==> src/rtl/dmem_arbiter_pkg.sv <==
// rtl/dmem_arbiter_pkg.sv - shared word width, FSM state and port id encodings for dmem_arbiter
package dmem_arbiter_pkg;

  localparam int WORD = 32;

  typedef enum logic [1:0] {
    ARB_IDLE  = 2'd0,
    ARB_ISSUE = 2'd1,
    ARB_WAIT  = 2'd2,
    ARB_RESP  = 2'd3
  } arb_state_t;

  typedef enum logic {
    ARB_P0 = 1'b0,
    ARB_P1 = 1'b1
  } arb_port_t;

endpackage

==> src/rtl/dmem_arbiter_pick.sv <==
// rtl/dmem_arbiter_pick.sv - combinational two-port winner select (arb_pick)
// Round-robin tie-break when DMEM_ARB_RR_EN is defined, fixed port-0 priority otherwise.
module arb_pick (
  input  logic       req0,
  input  logic       req1,
  input  logic       force1,
`ifdef DMEM_ARB_RR_EN
  input  logic       rr_ptr,
`endif
  output logic [1:0] win
);

  always_comb begin
    win = 2'b00;
    if (req0 && req1) begin
      if (force1) begin
        win = 2'b10;
      end else begin
`ifdef DMEM_ARB_RR_EN
        // rr_ptr high means port 0 was granted last, so port 1 gets the tie
        win = rr_ptr ? 2'b10 : 2'b01;
`else
        win = 2'b01;
`endif
      end
    end else if (req0) begin
      win = 2'b01;
    end else if (req1) begin
      win = 2'b10;
    end
  end

endmodule

==> src/rtl/dmem_arbiter.sv <==
// rtl/dmem_arbiter.sv - two-port data memory arbiter and access sequencer
// Optional round-robin arbitration under DMEM_ARB_RR_EN; fixed port-0 priority otherwise.
module dmem_arbiter
  import dmem_arbiter_pkg::*;
#(
  parameter int RD_LAT   = 1,
  parameter int MAX_WAIT = 8
) (
  input  logic            im_clk,
  input  logic            reset,
  input  logic            p0_req,
  input  logic            p0_we,
  input  logic [WORD-1:0] p0_addr,
  input  logic [WORD-1:0] p0_wdata,
  input  logic            p1_req,
  input  logic            p1_we,
  input  logic [WORD-1:0] p1_addr,
  input  logic [WORD-1:0] p1_wdata,
  output logic            p0_gnt,
  output logic            p1_gnt,
  output logic            p0_done,
  output logic            p1_done,
  output logic [WORD-1:0] p0_rdata,
  output logic [WORD-1:0] p1_rdata,
  output logic            cpu_stall,
  output logic            mem_read,
  output logic            mem_write,
  output logic [WORD-1:0] mem_addr,
  output logic [WORD-1:0] mem_wdata,
  input  logic [WORD-1:0] mem_rdata
);

  localparam logic [2:0] LAT_LOAD   = 3'(RD_LAT - 1);
  localparam logic [7:0] MAX_WAIT_W = 8'(MAX_WAIT);

  arb_state_t      state, state_nxt;
  arb_port_t       lat_port;
  logic            lat_we;
  logic [WORD-1:0] lat_addr;
  logic [WORD-1:0] lat_wdata;
  logic [2:0]      lat_cnt, lat_cnt_nxt;
  logic [7:0]      wait_cnt;
  logic [1:0]      win;
  logic            grant;
  logic            capture;
  logic            force1;

  assign force1 = (wait_cnt >= MAX_WAIT_W);
  assign grant  = (state == ARB_IDLE) && (win != 2'b00);

`ifdef DMEM_ARB_RR_EN
  logic rr_ptr;

  always_ff @(posedge im_clk or posedge reset) begin
    if (reset) begin
      rr_ptr <= 1'b0;
    end else if (grant) begin
      rr_ptr <= win[0];
    end
  end

  arb_pick u_pick (
    .req0   (p0_req),
    .req1   (p1_req),
    .force1 (force1),
    .rr_ptr (rr_ptr),
    .win    (win)
  );
`else
  arb_pick u_pick (
    .req0   (p0_req),
    .req1   (p1_req),
    .force1 (force1),
    .win    (win)
  );
`endif

  always_comb begin
    state_nxt   = state;
    lat_cnt_nxt = lat_cnt;
    p0_gnt      = 1'b0;
    p1_gnt      = 1'b0;
    p0_done     = 1'b0;
    p1_done     = 1'b0;
    mem_read    = 1'b0;
    mem_write   = 1'b0;
    capture     = 1'b0;
    case (state)
      ARB_IDLE: begin
        if (win != 2'b00) begin
          p0_gnt    = win[0];
          p1_gnt    = win[1];
          state_nxt = ARB_ISSUE;
        end
      end
      ARB_ISSUE: begin
        if (lat_we) begin
          mem_write = 1'b1;
          state_nxt = ARB_RESP;
        end else begin
          mem_read = 1'b1;
          if (RD_LAT == 1) begin
            capture   = 1'b1;
            state_nxt = ARB_RESP;
          end else begin
            lat_cnt_nxt = LAT_LOAD;
            state_nxt   = ARB_WAIT;
          end
        end
      end
      ARB_WAIT: begin
        mem_read    = 1'b1;
        lat_cnt_nxt = lat_cnt - 3'd1;
        // the read data is valid in the cycle the counter steps down to zero
        if (lat_cnt == 3'd1) begin
          capture   = 1'b1;
          state_nxt = ARB_RESP;
        end
      end
      ARB_RESP: begin
        p0_done   = (lat_port == ARB_P0);
        p1_done   = (lat_port == ARB_P1);
        state_nxt = ARB_IDLE;
      end
      default: state_nxt = ARB_IDLE;
    endcase
  end

  always_ff @(posedge im_clk or posedge reset) begin
    if (reset) begin
      state     <= ARB_IDLE;
      lat_cnt   <= 3'd0;
      lat_port  <= ARB_P0;
      lat_we    <= 1'b0;
      lat_addr  <= '0;
      lat_wdata <= '0;
    end else begin
      state   <= state_nxt;
      lat_cnt <= lat_cnt_nxt;
      if (grant) begin
        lat_port  <= win[1] ? ARB_P1 : ARB_P0;
        lat_we    <= win[1] ? p1_we    : p0_we;
        lat_addr  <= win[1] ? p1_addr  : p0_addr;
        lat_wdata <= win[1] ? p1_wdata : p0_wdata;
      end
    end
  end

  always_ff @(posedge im_clk or posedge reset) begin
    if (reset) begin
      p0_rdata <= '0;
      p1_rdata <= '0;
    end else if (capture) begin
      if (lat_port == ARB_P1) begin
        p1_rdata <= mem_rdata;
      end else begin
        p0_rdata <= mem_rdata;
      end
    end
  end

  // starvation counter for port 1, saturating at 255
  always_ff @(posedge im_clk or posedge reset) begin
    if (reset) begin
      wait_cnt <= 8'd0;
    end else if (p1_req && !p1_gnt) begin
      if (wait_cnt != 8'hFF) begin
        wait_cnt <= wait_cnt + 8'd1;
      end
    end else begin
      wait_cnt <= 8'd0;
    end
  end

  assign cpu_stall = p0_req & ~p0_done;
  assign mem_addr  = lat_addr;
  assign mem_wdata = lat_wdata;

endmodule

==> config.mk <==
export PLATFORM = sky130hd
export DESIGN_NAME = dmem_arbiter
export DESIGN_NICKNAME = d
export VERILOG_FILES = /design/src/rtl/dmem_arbiter_pkg.sv /design/src/rtl/dmem_arbiter_pick.sv /design/src/rtl/dmem_arbiter.sv
export SDC_FILE = /design/constraint.sdc
export NUM_CORES = 1
export LEC_CHECK = 0
export ABC_AREA = 1
export BUFFER_PORTS_ARGS = -buffer_cell sky130_fd_sc_hd__buf_4
export CAP_MARGIN = 20
export CORE_MARGIN = 2
export CORE_UTILIZATION = 44
export CTS_BUF_LIST = sky130_fd_sc_hd__clkbuf_4 sky130_fd_sc_hd__clkbuf_8
export CTS_CLUSTER_DIAMETER = 80
export DETAILED_ROUTE_END_ITERATION = 8
export PLACE_DENSITY_LB_ADDON = 0.2
export SETUP_SLACK_MARGIN = 0.5
export SLEW_MARGIN = 0
export SYNTH_ARGS = -nofsm -noshare
export SYNTH_HDL_FRONTEND = slang
export SYNTH_HIERARCHICAL = 1
export SYNTH_SLANG_ARGS = --single-unit
==> constraint.sdc <==
create_clock -name im_clk -period 4.3 [get_ports im_clk]
set_input_delay 0.43 -clock im_clk [delete_from_list [all_inputs] [get_ports im_clk]]
set_output_delay 0.43 -clock im_clk [all_outputs]
set_load 0.02 [all_outputs]
== After elaboration in Yosys (flattened, before gate mapping) ==
Cells that the tools add are included.
Word-level totals
  input bits: 166
  memory bits (read-only): 0
  register bits after elaboration: 143
  bits in writable memories: 0
  memories kept: 0
  output and inout port bits: 135
  latch bits: 0
  word-level logic and storage cells: 57
Operators by class
  multiply operators: 0
  eq/ne operators: 8
  add/subtract/negate cells: 2
  multiplexer cells: 25
  bitwise logic cells: 3
  shift operators: 0
  reductions and logical operators: 9
  $lt $le $gt $ge: 1
  divide/modulo/power cells: 0
Operator list (count)
  32-bit two-way mux: 2
  8-bit two-way mux: 2
  1-bit two-way mux: 12
  2-bit two-way mux: 6
  8-bit by 1-bit adder with 8-bit output (second input constant): 1
  8-bit by 4-bit >= comparator with 1-bit output (second input constant): 1
  8-bit inequality test (second input constant): 1
  2-bit one-hot mux with 4 select lines: 1
  2-bit AND reduction: 3
  2-bit equality test (second input constant): 2
  2-bit by 1-bit inequality test with 1-bit output (second input constant): 2
  1-bit one-hot mux with 2 select lines: 2
  3-bit by 1-bit equality test with 1-bit output (second input constant): 1
  1-bit logical AND: 3
  3-bit by 1-bit subtractor with 3-bit output (second input constant): 1
  2-bit by 1-bit equality test with 1-bit output (second input constant): 1
  2-bit logical NOT: 1
  2-bit inequality test (second input constant): 1
  1-bit NOT: 2
  2-bit nonzero test: 1
  1-bit AND: 1
  1-bit logical NOT: 1

== Depth between registers and ports, before layout ==
Gate-level depths: netlist (run 1).
  depth after elaboration: 9
  gate-level depth with buffers: 10
  mapped depth without buffers: 9

== Modules after synthesis ==
Netlist (run 1), hierarchy kept.
By module, submodules not included
  dmem_arbiter: cells each 759, area each 6463.7 µm², times used 1
  arb_pick: cells each 5, area each 21.3 µm², times used 1

== Worst setup path before layout (run 1) ==
Ideal clock, no wire load.
  kind: flip-flop to output port
  start: register state[0]
  end: output port mem_read
  data arrival time: 1.320 ns
  setup slack: 2.550 ns
  buffers on the path: 1
  cell stages (with the launch flop): 6
  required time: 3.870 ns
  path through: dfrtp_1 inv_1 ha_1 buf_2 inv_1 a21oi_1
Between the ends
  word-level cells in the longest chain between the ends: 2
  elaborated cells on any way between the ends: 3
RTL lines
  start, declared: line dmem_arbiter.sv:36  | arb_state_t state, state_nxt;
  start signal, assigned: line dmem_arbiter.sv:138  | state <= state_nxt;
  2-bit equality test / 2-bit by 1-bit equality test with 1-bit output (equally long branches): line dmem_arbiter.sv:88  | case (state)
  1-bit one-hot mux with 2 select lines *: line dmem_arbiter.sv:88
  end, declared: line dmem_arbiter.sv:26  | output logic mem_read,
Every way passes the cells marked *; elsewhere a longest branch is shown, timed or not.

== Final worst setup path (run 1) ==
  start: register state[1]
  end: output port mem_read
Same word-level chain as after synthesis.

==> summary.txt, run 1 <==
Power
  • Max IR drop VDD: 0.000340 V
  • P_leak: 4.74 nW
  • Power Density: a little under 800 nW/um^2

Timing
  • Fin. Hold Viols: 0
  • Slew HR: 48.3%
  • Final Setup Violations: 0
  • F_max: 376 MHz
  • RSZ-0062 raised after global routing: no
  • Slew Viols, Final: 0
  • Setup_tns: 0 ns
  • Period utilization: approximately 62%
  • Final min period: 2.66 ns
  • Tightest Pin Transition: slightly below 0.8 ns
  • Worst Clk Skew: 0.0185 ns

Cells and area
  • # diodes: 0
  • Core Util, Final: 63.4%
  • Synth-to-layout area growth: 41.5%
  • Share of cells above drive strength 1: 33.3%
  • Most frequent cells in the layout: buf_4 (308), nand2_1 (290), dfrtp_1 (143)
  • Fill cell total of the finished layout: between 1000 and 1500
  • Net count, final: between 1000 and 1500
  • Most common cell after layout, fill and taps aside: buf_4

Clock network
  • Post-CTS sizing: 0
  • Inserted Clock Buffers: 17
  • Clk_lat worst skew: 0.45 ns
  • TritonCTS Sinks: 143
  • CTS Hold Buffers Added: 0
  • Htree depth: 4
  • Setup Buffers After CTS: 0
  • CTS tree: done
  • Clk buf depth: 2
  • CTS Root Cell: clkbuf_8
  • Worst-path clk slew: 0.07 ns

Global route
  • Vias in the first global route: roughly 6000
  • Total GRT Usage: 25.1%
  • Largest net degree at the start of global routing: between 100 and 150
  • Global-route wire length before repair: approximately 31 mm
  • Grt total ovfl: 0
  • Initial antenna violation count: 0

Floorplan
  • CORE AREA: approximately 14000 um^2
  • # rows: 44
  • IO Count: 301
  • Die Y: 125 um
  • Initial Util: 44.8%
  • Die width: about 130 um
  • Die Footprint: about 16000 um^2

Critical path
  • WP data arrival: approximately 2.2 ns
  • Max FO, Critical Path: 34
  • Type of destination of the critical path: output pin
  • Startpoint Class: flop
  • Required @ worst endpoint: 3.87 ns
  • Critical setup path kind: reg -> out

Drt
  • Top layer in use: met4
  • Routed wire length: 19.6 mm
  • WL met1: approximately 7.7 mm
  • Vias per std cell: 5.11
  • DR iter-0 viols: 479
  • WL/cell: between 15 and 20 um
  • Vias: 6295
  • Routed length on met3: between 1.5 and 2 mm
  • Metal2 WL: 9.65 mm
  • DR pass1 iterations: 5
  • DRC violations left: 0
  • ANT nets after route: 0

Flow run
  • Max-Cap Viols: 0

Placed design
  • Post-DP HPWL: 13.8 mm
  • # port buffers: 300
  • RePlAce Congestion: 0.795

Synthesis
  • Area contributors post-synth: dfrtp_1 (55%), nand2_1 (17%), nand4_1 (6.5%)
  • Share of the synthesized area in the top cell type: 55.2%
  • Avg Cell Area, Syn: 8.49 um^2
  • Netlist cell types: 20
  • Synth Warn #: 6
  • FF+latch count, synth: 143
  • Syn nets: 938
  • Post-synthesis sequential area ratio: 55.2%
  • Synthesized area: 6480 um^2
  • Synth area leader: dfrtp_1
  • Post-synthesis cell count: 764

Worst hold path
  • HP Class: in -> async

Outcome
  • Status: complete, no violations
==> area by class of cell <==
| type | count | area, um^2 | share of cell area, % |
|---|---|---|---|
| flip-flops and latches | 143 | 3580 | 39.0 |
| multi-input cells | 538 | 2480 | 27.1 |
| repair buffers | 310 | 2350 | 25.6 |
| clock buffers | 22 | 290 | 3.16 |
| well taps | 184 | 230 | 2.51 |
| clock inverters | 9 | 134 | 1.46 |
| inverters | 27 | 105 | 1.15 |
==> cell families (layout without fill, tap and decap cells) <==
| kind of cell | Yosys count | after routing | share of synthesized area, % |
|---|---|---|---|
| buffers and inverters | 83 | 368 | 6.73 |
| and+or+nand+nor | 454 | 454 | 29.3 |
| AOI/OAI and AO/OA | 74 | 74 | 7.00 |
| adders and majority gates | 8 | 8 | 1.54 |
| DFF | 143 | 143 | 55.2 |
| xor gates and xnor gates | 2 | 2 | 0.270 |
==> state kept, by name, indices dropped and copies added (netlist names) <==
signal	count
lat_we	1
p1_rdata	32
mem_addr	32
lat_cnt	3
mem_wdata	32
p0_rdata	32
lat_port	1
wait_cnt	8
state	2
==> critical path: stages, from the launching register on <==
cell     delay (ns)
dfrtp_1        0.41
inv_1          0.08
ha_2           0.73
inv_1          0.11
a21oi_1        0.26
buf_4          0.20
==> power breakdown <==
| part | switching, mW | internal [mW] |
|---|---|---|
| Combinational | 2.17 | 1.35 |
| Sequential | 0.383 | 2.00 |
| Clock | 0.517 | 0.629 |
| Total | 3.07 | 3.98 |
==> per-stage QoR <==
step	hold slack (ns)	setup slack, ns	total power, mW	cell area (um^2)	std cells
floorplan	0.453	2.08	4.50	6490	764
global placement	0.456	2.10	5.88	8730	1201
detailed placement	0.459	1.98	5.94	8730	1201
CTS	0.200	1.62	7.09	9160	1232
global route	0.211	1.48	7.53	9180	1233
finish	0.198	1.64	7.05	9180	1233
==> final timing paths <==
| path | startpoint | to | slack, ns | cells past startpoint |
|---|---|---|---|---|
| max in group asynchronous | reset | p1_rdata[24]$_DFFE_PP0P_ | 3.52 | 3 |
| worst max register to register | wait_cnt[5]$_DFFE_PP0P_ | mem_addr[13]$_DFFE_PP0P_ | 1.99 | 8 |
| worst max-delay path | state[1]$_DFFE_PP0P_ | mem_read | 1.64 | 5 |
| min in group im_clk | mem_rdata[28] | p1_rdata[28]$_DFFE_PP0P_ | 0.23 | 3 |
| worst min-delay path | reset | wait_cnt[2]$_DFFE_PP0P_ | 0.20 | 3 |
| worst min register to register | p1_rdata[15]$_DFFE_PP0P_ | p1_rdata[15]$_DFFE_PP0P_ | 0.47 | 2 |
==> cells in the mapped netlist <==
cell type and instances:
a21oi_1 2, clkbuf_1 10, dfrtp_1 143, buf_6 11, nor2_1 74, xor2_1 2, o21bai_1 1, buf_1 3
nand2_1 293, ha_1 8, nor3_1 2, or2_2 1, nand4_1 67, nand3_1 17, a31oi_1 65, buf_2 31
inv_2 1, buf_4 1, inv_1 26, o21ai_0 6
==> per-layer routing <==
layer  GRT usage [%]  up-vias
met5               0        -
met4            9.48        0
met3            9.37       33
met2            40.9      243
met1            30.5     2942
li1                -     3077
(Power assumes the default switching activity.)
==> run 2, diff against run 1 <==
Settings changed: ABC_AREA 1 to 0, CORE_UTILIZATION 44 to 45.
Clock period 4.3 ns to 2.7 ns, I/O delays scaled along.
==> run 2 against run 1 <==
Compared with the run above:
- sequential share of layout area down 0.80 points
- largest cell class unchanged
- critical path depth up 1
- synthesized cell count down 32%
- clock power up 63%
- cell count down 18%
- via count down 20%
- wire length down 16%
- power up 52%
- critical endpoint is now p0_gnt
- clock-buffer cell count up 1
- area after synthesis down 0.62%
- global-route usage down 4.4 points
==> summary.txt, run 2 <==
Synthesis
  • Netlist cell types: 40
  • Synth area leader: dfrtp_1
  • Synth Flop Type: dfrtp_1
  • Avg Cell Area, Syn: between 10 and 15 um^2
  • FF+latch count, synth: 143
  • Most frequent cells after synthesis: dfrtp_1 (143), nand2_1 (74), mux2i_1 (68)
  • Top-count cell post-synth: dfrtp_1
  • Syn nets: 691
  • Post-synthesis cell count: between 500 and 600
  • Async set-reset flop share out of synthesis: 100%
  • Area contributors post-synth: dfrtp_1 (56%), mux2i_1 (11%), mux2_4 (7.0%)
  • Synthesized area: 6440 um^2
  • EDFF count, synth: 0
  • Synth Warn #: 6
  • Post-synthesis sequential area ratio: between 50% and 60%
  • Share of the synthesized area in the top cell type: 55.5%

Floorplan
  • CORE AREA: 13900 um^2
  • Die Footprint: 15300 um^2
  • Die Y: 124 um
  • Die width: roughly 120 um
  • # rows: 43
  • Initial Util: 46.3%
  • IO Count: 301

Drt
  • DR pass1 iterations: 4
  • Vias: around 5000
  • Vias per std cell: 4.96
  • DR iter-0 viols: 212
  • WL/cell: roughly 16 um
  • ANT nets after route: 0
  • DRC violations left: 0
  • Routed wire length: 16.4 mm

Timing
  • Worst Clk Skew: 0.0127 ns
  • Fin. Hold Viols: 0
  • Final Setup Violations: 0
  • Tightest Pin Transition: 0.657 ns
  • Slew Viols, Final: 0
  • Slew HR: between 50% and 60%
  • Final hold slack: roughly 0.06 ns
  • RSZ-0062 raised after global routing: yes
  • Final min period: 2.07 ns
  • Period utilization: 76.6%
  • F_max: a little under 500 MHz
  • Setup_tns: 0 ns

Global route
  • Total GRT Usage: 20.7%
  • GR Layer Usage met2: 35.4%
  • GRT met3 Usage: 7.14%
  • Vias in the first global route: 4880
  • Initial antenna violation count: 0
  • Largest net degree at the start of global routing: a little over 90
  • Grt total ovfl: 0
  • Most Crowded Layer GR: met2
  • Met1 usage: 24.3%
  • Global-route wire length before repair: 24.2 mm

Cells and area
  • Post-Layout Inst Area: 9380 um^2
  • Fill cell total of the finished layout: 1065
  • Most common cell after layout, fill and taps aside: buf_4
  • Synth-to-layout area growth: 45.5%
  • Most frequent cells in the layout: buf_4 (307), dfrtp_1 (139), nand2_1 (73)
  • Net count, final: 995
  • # diodes: 0
  • Share of cells above drive strength 1: between 40% and 50%

Critical path
  • Slowest stage cell, crit path: dfrtp_2
  • Largest stage delay on the critical path: around 0.44 ns
  • Buf+Inv Stages, Crit Path: 2
  • Crit path max-delay family: simple AND/OR/NAND/NOR gates
  • Startpoint Class: flop
  • Max FO, Critical Path: 5
  • Worst-path cell chain: nor4_2 -> nand2_1 -> a21boi_4 -> nand2_2 -> inv_1 -> buf_4
  • Critical setup path kind: reg -> out
  • Type of destination of the critical path: output pin
  • WP data arrival: approximately 1.8 ns
  • Required @ worst endpoint: 2.43 ns

Clock network
  • TritonCTS Sinks: ~140
  • Worst-path clk slew: around 0.07 ns
  • Clk buf depth: 2
  • CTS Root Cell: clkbuf_8
  • CTS tree: done
  • Htree depth: 4
  • Clk_lat worst skew: 0.44 ns
  • Inserted Clock Buffers: 17

Power
  • P_leak: 4.68 nW
  • Tot Pwr: 10.8 mW
  • Power Density: 1150 nW/um^2
  • Max IR drop VDD: a little under 0.0006 V

Flow run
  • Max-Cap Viols: 0

Placed design
  • # port buffers: 300
  • Placed cell area: 8840 um^2
  • RePlAce Congestion: 0.875
  • Post-DP HPWL: about 12 mm

Worst hold path
  • HP Class: in -> reg

Outcome
  • Status: complete, no violations
-- run 2: cell count changes after synthesis, sizes merged, moves of 13 or more --
cell and change:
inv -16, a31oi -65, nand2 -219, nor2 -71, nand4 -66, buf -19, mux2 +65, mux2i +68
o21ai +62, nand3 -13
-- run 2: report_power, final --
group | switching, mW | internal (mW)
sequential | 0.594 | 3.15
combinational | 2.66 | 2.47
clock | 0.748 | 1.12
-- run 2: cells by family after synthesis --
family | after synthesis | share of synthesized area (%)
adders and majority gates | 8 | 1.55
muxes | 133 | 23.7
AOI/OAI and AO/OA | 87 | 7.59
xor gates and xnor gates | 2 | 0.272
DFF | 143 | 55.5
and+or+nand+nor | 102 | 7.11
buffers and inverters | 42 | 4.29
-- run 2: worst paths after layout --
path / start / endpoint / slack [ns] / cells after the start
hold / removal: mem_rdata[24] / p1_rdata[24]$_DFFE_PP0P_ / 0.06 / 2
min in group asynchronous: reset / wait_cnt[2]$_DFFE_PP0P_ / 0.58 / 4
setup / recovery: wait_cnt[3]$_DFFE_PP0P_ / p0_gnt / 0.63 / 6
hold reg to reg: mem_addr[18]$_DFFE_PP0P_ / mem_addr[18]$_DFFE_PP0P_ / 0.48 / 2
max in group asynchronous: reset / mem_addr[17]$_DFFE_PP0P_ / 1.58 / 4
setup reg to reg: wait_cnt[7]$_DFFE_PP0P_ / mem_wdata[3]$_DFFE_PP0P_ / 0.68 / 7
-- run 2: per-layer routing --
metal | vias up | routed length (um)
met4 | 0 | 317
met1 | 2384 | 6370
li1 | 2393 | -
met2 | 208 | 8270
met5 | - | 0
met3 | 28 | 1430
-- run 2: worst register-to-register path, stage by stage, from the launching register on --
cell and delay [ns]:
dfrtp_2 0.41, inv_1 0.08, nand2_1 0.15, inv_2 0.07, a21boi_4 0.27, clkbuf_8 0.48, mux2i_1 0.33, o21ai_0 0.11
-- run 2: stage by stage --
step           setup slack [ns]  instances  util (%)
2_1_floorplan             0.639        517         -
3_3_place_gp              0.598        975      63.5
3_5_place_dp              0.506        975      63.5
4_1_cts                   0.519       1005      66.8
5_1_grt                   0.497       1011      67.3
6_report                  0.633       1011      67.3
-- run 2: area by class of cell --
cell class	count	area, um^2	area share [%]
flip-flops and latches	143	3580	38.2
multi-input cells	333	2650	28.2
repair buffers	315	2440	26.0
clock buffers	23	310	3.31
well taps	180	225	2.40
clock inverters	6	130	1.39
inverters	11	45.0	0.480
-- run 2: timing repair --
item,in CTS,in global routing
endpoints found under the setup margin,2,82
resized for setup,2,12
pin swaps,0,5
cloned,0,1
endpoints found under the hold margin,91,0
hold buffers,1,0
setup buffers,0,5
